--- src/rtl/mux_2to1_pkg.sv ---
// -----------------------------------------------------------------------------
// mux_2to1_pkg
// Shared constants for the datapath two-input selector.
//   DATA_W   : CPU-wide data word width, default width of mux_2to1.
//   SEL_DIN1 : select code that picks din1.
//   SEL_DIN2 : select code that picks din2.
// Datapath control decoders use the named select codes rather than raw bits.
// -----------------------------------------------------------------------------
package mux_2to1_pkg;

    localparam int   DATA_W   = 32'd32;
    localparam logic SEL_DIN1 = 1'b0;
    localparam logic SEL_DIN2 = 1'b1;

endpackage : mux_2to1_pkg

--- src/rtl/mux_2to1.sv ---
// -----------------------------------------------------------------------------
// mux_2to1
// Two-input datapath selector with an optional output register.
//
// Parameters
//   WIDTH        : data width of din1, din2 and muxout (>= 1).
//   REGISTER_OUT : 1 = registered output, one-cycle latency;
//                  0 = purely combinational, clk/reset unused.
//
// Ports
//   clk    : in,  1 bit   rising-edge clock.
//   reset  : in,  1 bit   synchronous active-high reset (clears muxout).
//   sel    : in,  1 bit   SEL_DIN1 picks din1, SEL_DIN2 picks din2.
//   din1   : in,  WIDTH   data input 0.
//   din2   : in,  WIDTH   data input 1.
//   muxout : out, WIDTH   selected data, passed through unmodified.
// -----------------------------------------------------------------------------
module mux_2to1
    import mux_2to1_pkg::*;
#(
    parameter int WIDTH        = DATA_W,
    parameter int REGISTER_OUT = 32'd1
) (
    input  logic             clk,
    input  logic             reset,
    input  logic             sel,
    input  logic [WIDTH-1:0] din1,
    input  logic [WIDTH-1:0] din2,
    output logic [WIDTH-1:0] muxout
);

    // Elaboration-time parameter sanity checks.
    if (WIDTH < 32'sd1) begin : g_bad_width
        $error("mux_2to1: WIDTH must be >= 1");
    end
    if ((REGISTER_OUT != 32'sd0) && (REGISTER_OUT != 32'sd1)) begin : g_bad_regout
        $error("mux_2to1: REGISTER_OUT must be 0 or 1");
    end

    // Selection shared by both builds. The conditional operator gives the
    // desired simulation behaviour for an unknown sel: bits where din1 and
    // din2 agree pass through, differing bits go X. Synthesis maps it to a
    // plain per-bit 2:1 mux.
    logic [WIDTH-1:0] sel_data_s;
    assign sel_data_s = (sel == SEL_DIN2) ? din2 : din1;

    if (REGISTER_OUT == 32'sd1) begin : g_reg
        logic [WIDTH-1:0] muxout_r;

        // Output register: reset has priority over data on the same edge.
        always_ff @(posedge clk) begin
            if (reset) begin
                muxout_r <= '0;
            end else begin
                muxout_r <= sel_data_s;
            end
        end

        assign muxout = muxout_r;
    end else begin : g_comb
        // Clock and reset have no function in the combinational build.
        logic unused_s;
        assign unused_s = &{1'b0, clk, reset};

        assign muxout = sel_data_s;
    end

endmodule : mux_2to1

--- config.mk ---
export PLATFORM = sky130hd
export DESIGN_NAME = mux_2to1
export DESIGN_NICKNAME = d
export VERILOG_FILES = /design/src/rtl/mux_2to1_pkg.sv /design/src/rtl/mux_2to1.sv
export SDC_FILE = /design/constraint.sdc
export NUM_CORES = 1
export LEC_CHECK = 0
export ABC_AREA = 1
export ABC_CLOCK_PERIOD_IN_PS = 800
export CORE_MARGIN = 3
export CORE_UTILIZATION = 34
export CTS_CLUSTER_SIZE = 20
export DETAILED_ROUTE_END_ITERATION = 8
export MAX_ROUTING_LAYER = met4
export PLACE_DENSITY = 0.8
export SLEW_MARGIN = 10
export SYNTH_ARGS = -nofsm -noshare
export SYNTH_HDL_FRONTEND = slang
export SYNTH_SLANG_ARGS = --single-unit
export TNS_END_PERCENT = 10
--- constraint.sdc ---
create_clock -name clk -period 0.8 [get_ports clk]
set_input_delay 0.16 -clock clk [delete_from_list [all_inputs] [get_ports clk]]
set_output_delay 0.16 -clock clk [all_outputs]
set_load 0.02 [all_outputs]
# Word-level counts from Yosys, hierarchy flattened

Index checks and enable logic that the tools add are counted.

Mux-type cells: 1

Operators by type and width:

| cell    | count |
|---|---|
| $mux 32 | 1 |

Flip-flop bits (word level): 32
Output and inout bits: 32
Logic and storage cells: 2
Input bits: 67

# Longest topological paths before layout

Gate-level depths: netlist of run 1.

Depth after elaboration: 1
Mapped depth: 5
Mapped depth without buffers: 4

# Least setup slack after synthesis of run 1

OpenSTA, ideal clock, no wires.

Path type: input -> register
From: input port sel
To: register g_reg.muxout_r[10], in the netlist muxout[10]
Arrival time: 0.540 ns
Setup slack: 0.148 ns
Required time: 0.687 ns
Cell stages on the path: 4
Cells stage by stage: buf_6 buf_6 nor2_1 nor2_1

Longest elaborated chain between the ends: 1

RTL lines:

| element              | line           | source |
|---|---|---|
| start, declared      | mux_2to1.sv:26 | `input logic sel,` |
| $mux 32              | mux_2to1.sv:45 | `assign sel_data_s = (sel == SEL_DIN2) ? din2 : din1;` |
| end signal, assigned | mux_2to1.sv:55 | `muxout_r <= sel_data_s;` |
| end, declared        | mux_2to1.sv:48 | `logic [WIDTH-1:0] muxout_r;` |

No other way between the ends.
A chain may end at the register's enable or synchronous reset.

# Worst setup path in the final report of run 1

From: register g_reg.muxout_r[12], in the netlist muxout[12]
To: output port muxout[12]

RTL lines:

| element       | line           | source |
|---|---|---|
| end, declared | mux_2to1.sv:29 | `output logic [WIDTH-1:0] muxout` |

No word-level cell between the ends.

==> impl_metrics.py, run 1 <==
metrics = {
    "synthesis": {
        "syn_area_per_cell_um2": 6.59,
        "netlist-cell-type-count": 6,
        "synthCells": 203,
        "syn_nets": 270,
        "ys_warn_count": 0,
        "synth-adder-area-share": 0,
        "yosys.area_share.xor_xnor": 0,
        "synth_flop_cell": "dfxtp_1",
        "ys_seq_area_frac": 0.479,
        "synth_edf_count": 0,
        "syn-cell-area_um2": 1340,
        "async_flop_share": 0,
        "synth_top_cells_by_area": "dfxtp_1 (48%), nand2_1 (18%), nor2_1 (18%)",
        "synth_top_area_cell": "dfxtp_1",
        "synth.mux.area_fraction": 0,
        "yosys.area_share.simple": 0.359,
        "synth_top_family_by_area": "simple AND/OR/NAND/NOR gates",
        "synth_top_area_share": 0.479,
        "ys_seq_elements": 32,
        "synth_compound_area_frac": 0,
        "synthTopCellsByCount": "nand2_1 (64), nor2_1 (64), inv_1 (33)",
    },
    "pwr": {
        "internal_power_mw": 3.28,
        "p_per_area_nw_per_um2": 1660,
        "clockPowerShare": 0.344,
        "p_leak_nw": 1.34,
        "finalPower_mw": 4.32,
        "ir_drop_mv": 1.02,
        "p_comb_frac": 0.244,
        "p_switching_mw": 1.04,
        "switching_share": 0.241,
        "pwr-share-seq": 0.412,
    },
    "final_layout": {
        "final_area_um2": 2610,
        "diodes": 0,
        "largest_register_ffs": 32,
        "area_growth_pct": 94.9,
        "nNetsFinal": 371,
        "final_layout_size_suffix_gt1_frac": 0.269,
    },
    "timing": {
        "finalHoldViolations": 0,
        "rsz0062_at_grt": "yes",
        "drv_slew": 0,
        "layout_min_cycle_time_ns": 0.881,
        "finalCritPeriodShare": 1.10,
        "holdWs_ns": 0.200,
        "relSlewSlack": 0.887,
        "worstMarginPinSlew_ns": 0.171,
        "setup_viol": 32,
        "layout_setup_ws_ns": -0.0813,
        "fmax_mhz": 1130,
    },
    "setup_path": {
        "cp_num_buf_inv": 1,
        "path_max_fanout": 1,
        "slowest_stage": "dfxtp_2",
        "crit_path_end_kind": "output port",
        "worstSetupPathType": "reg2out",
        "crit_family": "flip-flops",
        "cp.required_ns": 0.64,
        "crit_arrival_ns": 0.72,
        "crit_chain": "buf_6",
        "cp-start-kind": "flip-flop",
        "slowest_delay_ns": 0.32,
    },
    "die": {
        "dieWidth_um": 68.8,
        "core-area_um2": 3720,
        "start_util": 0.360,
        "fp.dieArea_um2": 4730,
        "fp-row-count": 22,
        "fp.dieH_um": 68.8,
        "ioPinCount": 99,
    },
    "status": {
        "status": "finished, violations left",
        "violations": "setup timing",
    },
    "routing": {
        "routed_wl_um": 3840,
        "route.detailed.drc": 0,
        "viasPerCell": 4.15,
        "dr.pass1.iters": 4,
        "vias": 1465,
        "drt-initial-drc-count": 108,
        "ant_nets": 0,
        "wl_per_cell_um": 10.9,
    },
    "job": {
        "maxCapViolations": 0,
    },
    "clocking": {
        "cts_tree": "built",
        "cts_root_buf": "clkbuf_8",
        "clockBufferDepth": 2,
        "path_clk_slew_ns": 0.07,
        "cts_htree_levels": 2,
        "cts.sinks": 32,
        "cts_buffers": 5,
        "ctsHoldBuffers": 0,
    },
    "place": {
        "io_buffer_count": 98,
        "dp_hpwl_um": 2600,
        "routabilityCongestion": 0.611,
        "dpl_cell_area_um2": 2360,
        "dp_slack_ns": -0.289,
    },
    "grt": {
        "track_usage": 0.154,
        "grt_max_degree": 32,
        "grt_pass1_wl_um": 5160,
        "grt.overflow.total": 0,
        "grt_pass1_vias": 1219,
        "antenna_found_initial": 0,
    },
    "min_path": {
        "hold_class": "in2reg",
    },
}
## path summary, 6_finish.rpt
| path | from | endpoint | cells past startpoint |
|---|---|---|---|
| setup / recovery | muxout[12] | muxout[12] | 1 |
| hold / removal | reset | muxout[6] | 4 |
## layout by cell type, fill, tap and decap left out, drive strengths merged
master / instances
buf: 37
clkdlybuf4s50: 64
nor2: 64
dlymetal6s2s: 1
dfxtp: 32
nand2: 64
clkinv: 1
clkbuf: 8
bufinv: 1
inv: 33
## power groups by stage
stage / clock, mW / sequential, mW / combinational [mW]
after floorplan: 0 / 1.92 / 0.266
after global placement: 0 / 1.77 / 0.982
after detailed placement: 0 / 1.77 / 0.994
after CTS: 1.54 / 1.78 / 1.02
after global routing: 1.59 / 1.79 / 1.14
final: 1.49 / 1.78 / 1.05
## metrics by stage
stage / utilization / TNS [ns] / std cells
2_1_floorplan: - / 0 / 203
3_3_place_gp: 0.635 / -16.08 / 343
3_5_place_dp: 0.635 / -16.63 / 343
4_1_cts: 0.686 / -2.73 / 351
5_1_grt: 0.702 / -3.12 / 353
6_report: 0.702 / -2.37 / 353
## timing repair
item,in CTS,in global routing
resized for setup,225,4
cloned,0,2
pin swaps,0,1
buffers inserted,0,0
endpoints found under the setup margin,34,62
## cell type report
type | instances | area (um2)
timing repair buffer | 104 | 1150
fill | 296 | 1110
clock inverter | 2 | 35.0
clock buffer | 6 | 72.6
sequential | 32 | 681
multi-input combinational | 128 | 488
inverter | 33 | 124
tap | 48 | 60.1
## metal layers
metal | GRT usage | wire, um
met1 | 0.157 | 1520
met2 | 0.265 | 1870
met3 | 0.0551 | 398
met4 | 0.0657 | 55
met5 | - | 0
## cells by family after synthesis
family	Yosys count
buffers and inverters	43
DFF	32
and+or+nand+nor	128
Power figures use the tool's default switching activity.
==> run 2, diff against run 1 <==
--- a/config.mk
+++ b/config.mk
@@ -17,4 +17,3 @@
 export SYNTH_ARGS = -nofsm -noshare
 export SYNTH_HDL_FRONTEND = slang
 export SYNTH_SLANG_ARGS = --single-unit
-export TNS_END_PERCENT = 10
==> run 2 against run 1 <==
Net effect: the run still ends with setup timing left; power increased by 0.21%; critical endpoint is now muxout[30]; count of clock-buffer cells in the layout is the same; highest routed layer unchanged; non-clock buffer count stayed put; critical path type unchanged.
==> impl_metrics.py, run 2 (synthesis results as in run 1) <==
metrics = {
    "timing": {
        "layout_min_cycle_time_ns": 0.882,
        "worstMarginPinSlew_ns": 0.149,
        "finalCritPeriodShare": 1.10,
        "rsz0062_at_grt": "yes",
        "layout_setup_ws_ns": -0.0818,
        "finalHoldViolations": 0,
        "fmax_mhz": 1130,
        "setup_tns_ns": -2.44,
        "relSlewSlack": 0.900,
        "drv_slew": 0,
        "setup_viol": 32,
    },
    "clocking": {
        "cts_root_buf": "clkbuf_8",
        "cts_setup_buffers": 0,
        "cts_buffers": 5,
        "clockBufferDepth": 2,
        "path_clk_slew_ns": 0.07,
        "cts.sinks": 32,
        "cts_htree_levels": 2,
        "cts_tree": "built",
        "ctsHoldBuffers": 0,
    },
    "final_layout": {
        "fillers": 295,
        "most-common-layout-cells": "clkdlybuf4s50_1 (64), nor2_1 (63), nand2_1 (62)",
        "largest_register_ffs": 32,
        "final_common_cell": "clkdlybuf4s50_1",
        "area_growth_pct": 94.9,
        "diodes": 0,
        "nNetsFinal": 371,
        "final_layout_size_suffix_gt1_frac": 0.269,
    },
    "setup_path": {
        "cp_num_buf_inv": 1,
        "slowest_delay_ns": 0.32,
        "path_max_fanout": 1,
        "worstSetupPathType": "reg2out",
        "crit_path_end_kind": "output port",
        "cp.required_ns": 0.64,
        "crit_chain": "buf_6",
        "cp-start-kind": "flip-flop",
        "slowest_stage": "dfxtp_2",
        "crit_family": "flip-flops",
        "crit_arrival_ns": 0.72,
    },
    "pwr": {
        "internal_power_mw": 3.28,
        "finalPower_mw": 4.33,
        "p_comb_frac": 0.243,
        "switching_share": 0.242,
        "p_switching_mw": 1.05,
        "ir_drop_mv": 0.862,
        "p_leak_nw": 1.34,
        "p_per_area_nw_per_um2": 1660,
        "clockPowerShare": 0.346,
        "pwr-share-seq": 0.411,
    },
    "routing": {
        "route.detailed.drc": 0,
        "vias": 1452,
        "dr.pass1.iters": 4,
        "viasPerCell": 4.11,
        "wl_per_cell_um": 10.9,
        "ant_nets": 0,
        "routed_wl_um": 3830,
        "drt-initial-drc-count": 112,
    },
    "min_path": {
        "hold_class": "in2reg",
    },
    "grt": {
        "grt.overflow.total": 0,
        "track_usage": 0.153,
        "antenna_found_initial": 0,
        "grt_pass1_vias": 1197,
        "grt_pass1_wl_um": 5130,
        "grt_max_degree": 32,
    },
    "die": {
        "fp-row-count": 22,
        "ioPinCount": 99,
        "start_util": 0.360,
        "fp.dieH_um": 68.8,
        "dieWidth_um": 68.8,
        "fp.dieArea_um2": 4730,
        "core-area_um2": 3720,
    },
    "job": {
        "maxCapViolations": 0,
    },
    "place": {
        "routabilityCongestion": 0.611,
        "io_buffer_count": 98,
        "dp_hpwl_um": 2600,
    },
    "status": {
        "status": "finished, violations left",
        "violations": "setup timing",
    },
}
==> run 2: worst paths after layout <==
kind  startpoint          to  cells after the start
max   muxout[30]  muxout[30]                      1
min        reset   muxout[6]                      4
==> run 2: area by class of cell <==
type / instances / area, um2 / area share
well taps: 48 / 60.1 / 0.0230
multi-input cells: 128 / 488 / 0.187
inverters: 33 / 124 / 0.0475
flip-flops and latches: 32 / 681 / 0.261
repair buffers: 104 / 1150 / 0.440
clock inverters: 2 / 35.0 / 0.0134
clock buffers: 6 / 72.6 / 0.0278
==> run 2: per-layer routing <==
| layer | global-route usage | part of all wire | up-vias |
|---|---|---|---|
| met5 | - | 0 | - |
| li1 | - | - | 769 |
| met2 | 0.254 | 0.49 | 70 |
| met1 | 0.165 | 0.39 | 606 |
| met3 | 0.0551 | 0.11 | 7 |
| met4 | 0.0657 | 0.014 | 0 |
==> run 2: repair_timing <==
| action | CTS | global route |
|---|---|---|
| endpoints found under the setup margin | 34 | 62 |
| pin swaps | 0 | 0 |
| resized for setup | 226 | 3 |
| cloned | 0 | 2 |
==> run 2: stage by stage <==
| step | hold WS (ns) | area, um2 | instances | setup slack, ns | utilization |
|---|---|---|---|---|---|
| after floorplan | 0.289 | 1340 | 203 | 0.148 | - |
| after global placement | 0.669 | 2360 | 343 | -0.269 | 0.635 |
| after detailed placement | 0.659 | 2360 | 343 | -0.289 | 0.635 |
| after CTS | 0.351 | 2550 | 351 | -0.0948 | 0.687 |
| after global routing | 0.222 | 2610 | 353 | -0.109 | 0.702 |
| final | 0.199 | 2610 | 353 | -0.0818 | 0.702 |
==> run 2: tightest hold or removal path, delay by kind of cell <==
| kind | cells | cell delay (ns) |
|---|---|---|
| AND/OR/NAND/NOR | 2 | 0.10 |
| buffers and inverters | 2 | 0.18 |
==> run 2: power groups by stage <==
stage	Clock, mW	Sequential (mW)	Combinational (mW)
2_1_floorplan	0	1.92	0.266
3_3_place_gp	0	1.77	0.982
5_1_grt	1.60	1.79	1.14
3_5_place_dp	0	1.77	0.994
4_1_cts	1.54	1.78	1.02
6_report	1.50	1.78	1.05
==> run 3, diff against run 2 <==
--- a/config.mk
+++ b/config.mk
@@ -13,7 +13,7 @@
 export DETAILED_ROUTE_END_ITERATION = 8
 export MAX_ROUTING_LAYER = met4
 export PLACE_DENSITY = 0.8
-export SLEW_MARGIN = 10
+export SLEW_MARGIN = 20
 export SYNTH_ARGS = -nofsm -noshare
 export SYNTH_HDL_FRONTEND = slang
 export SYNTH_SLANG_ARGS = --single-unit
==> results of run 3 <==
Same layout as run 2: the final DEF is identical, and so are final timing and power.
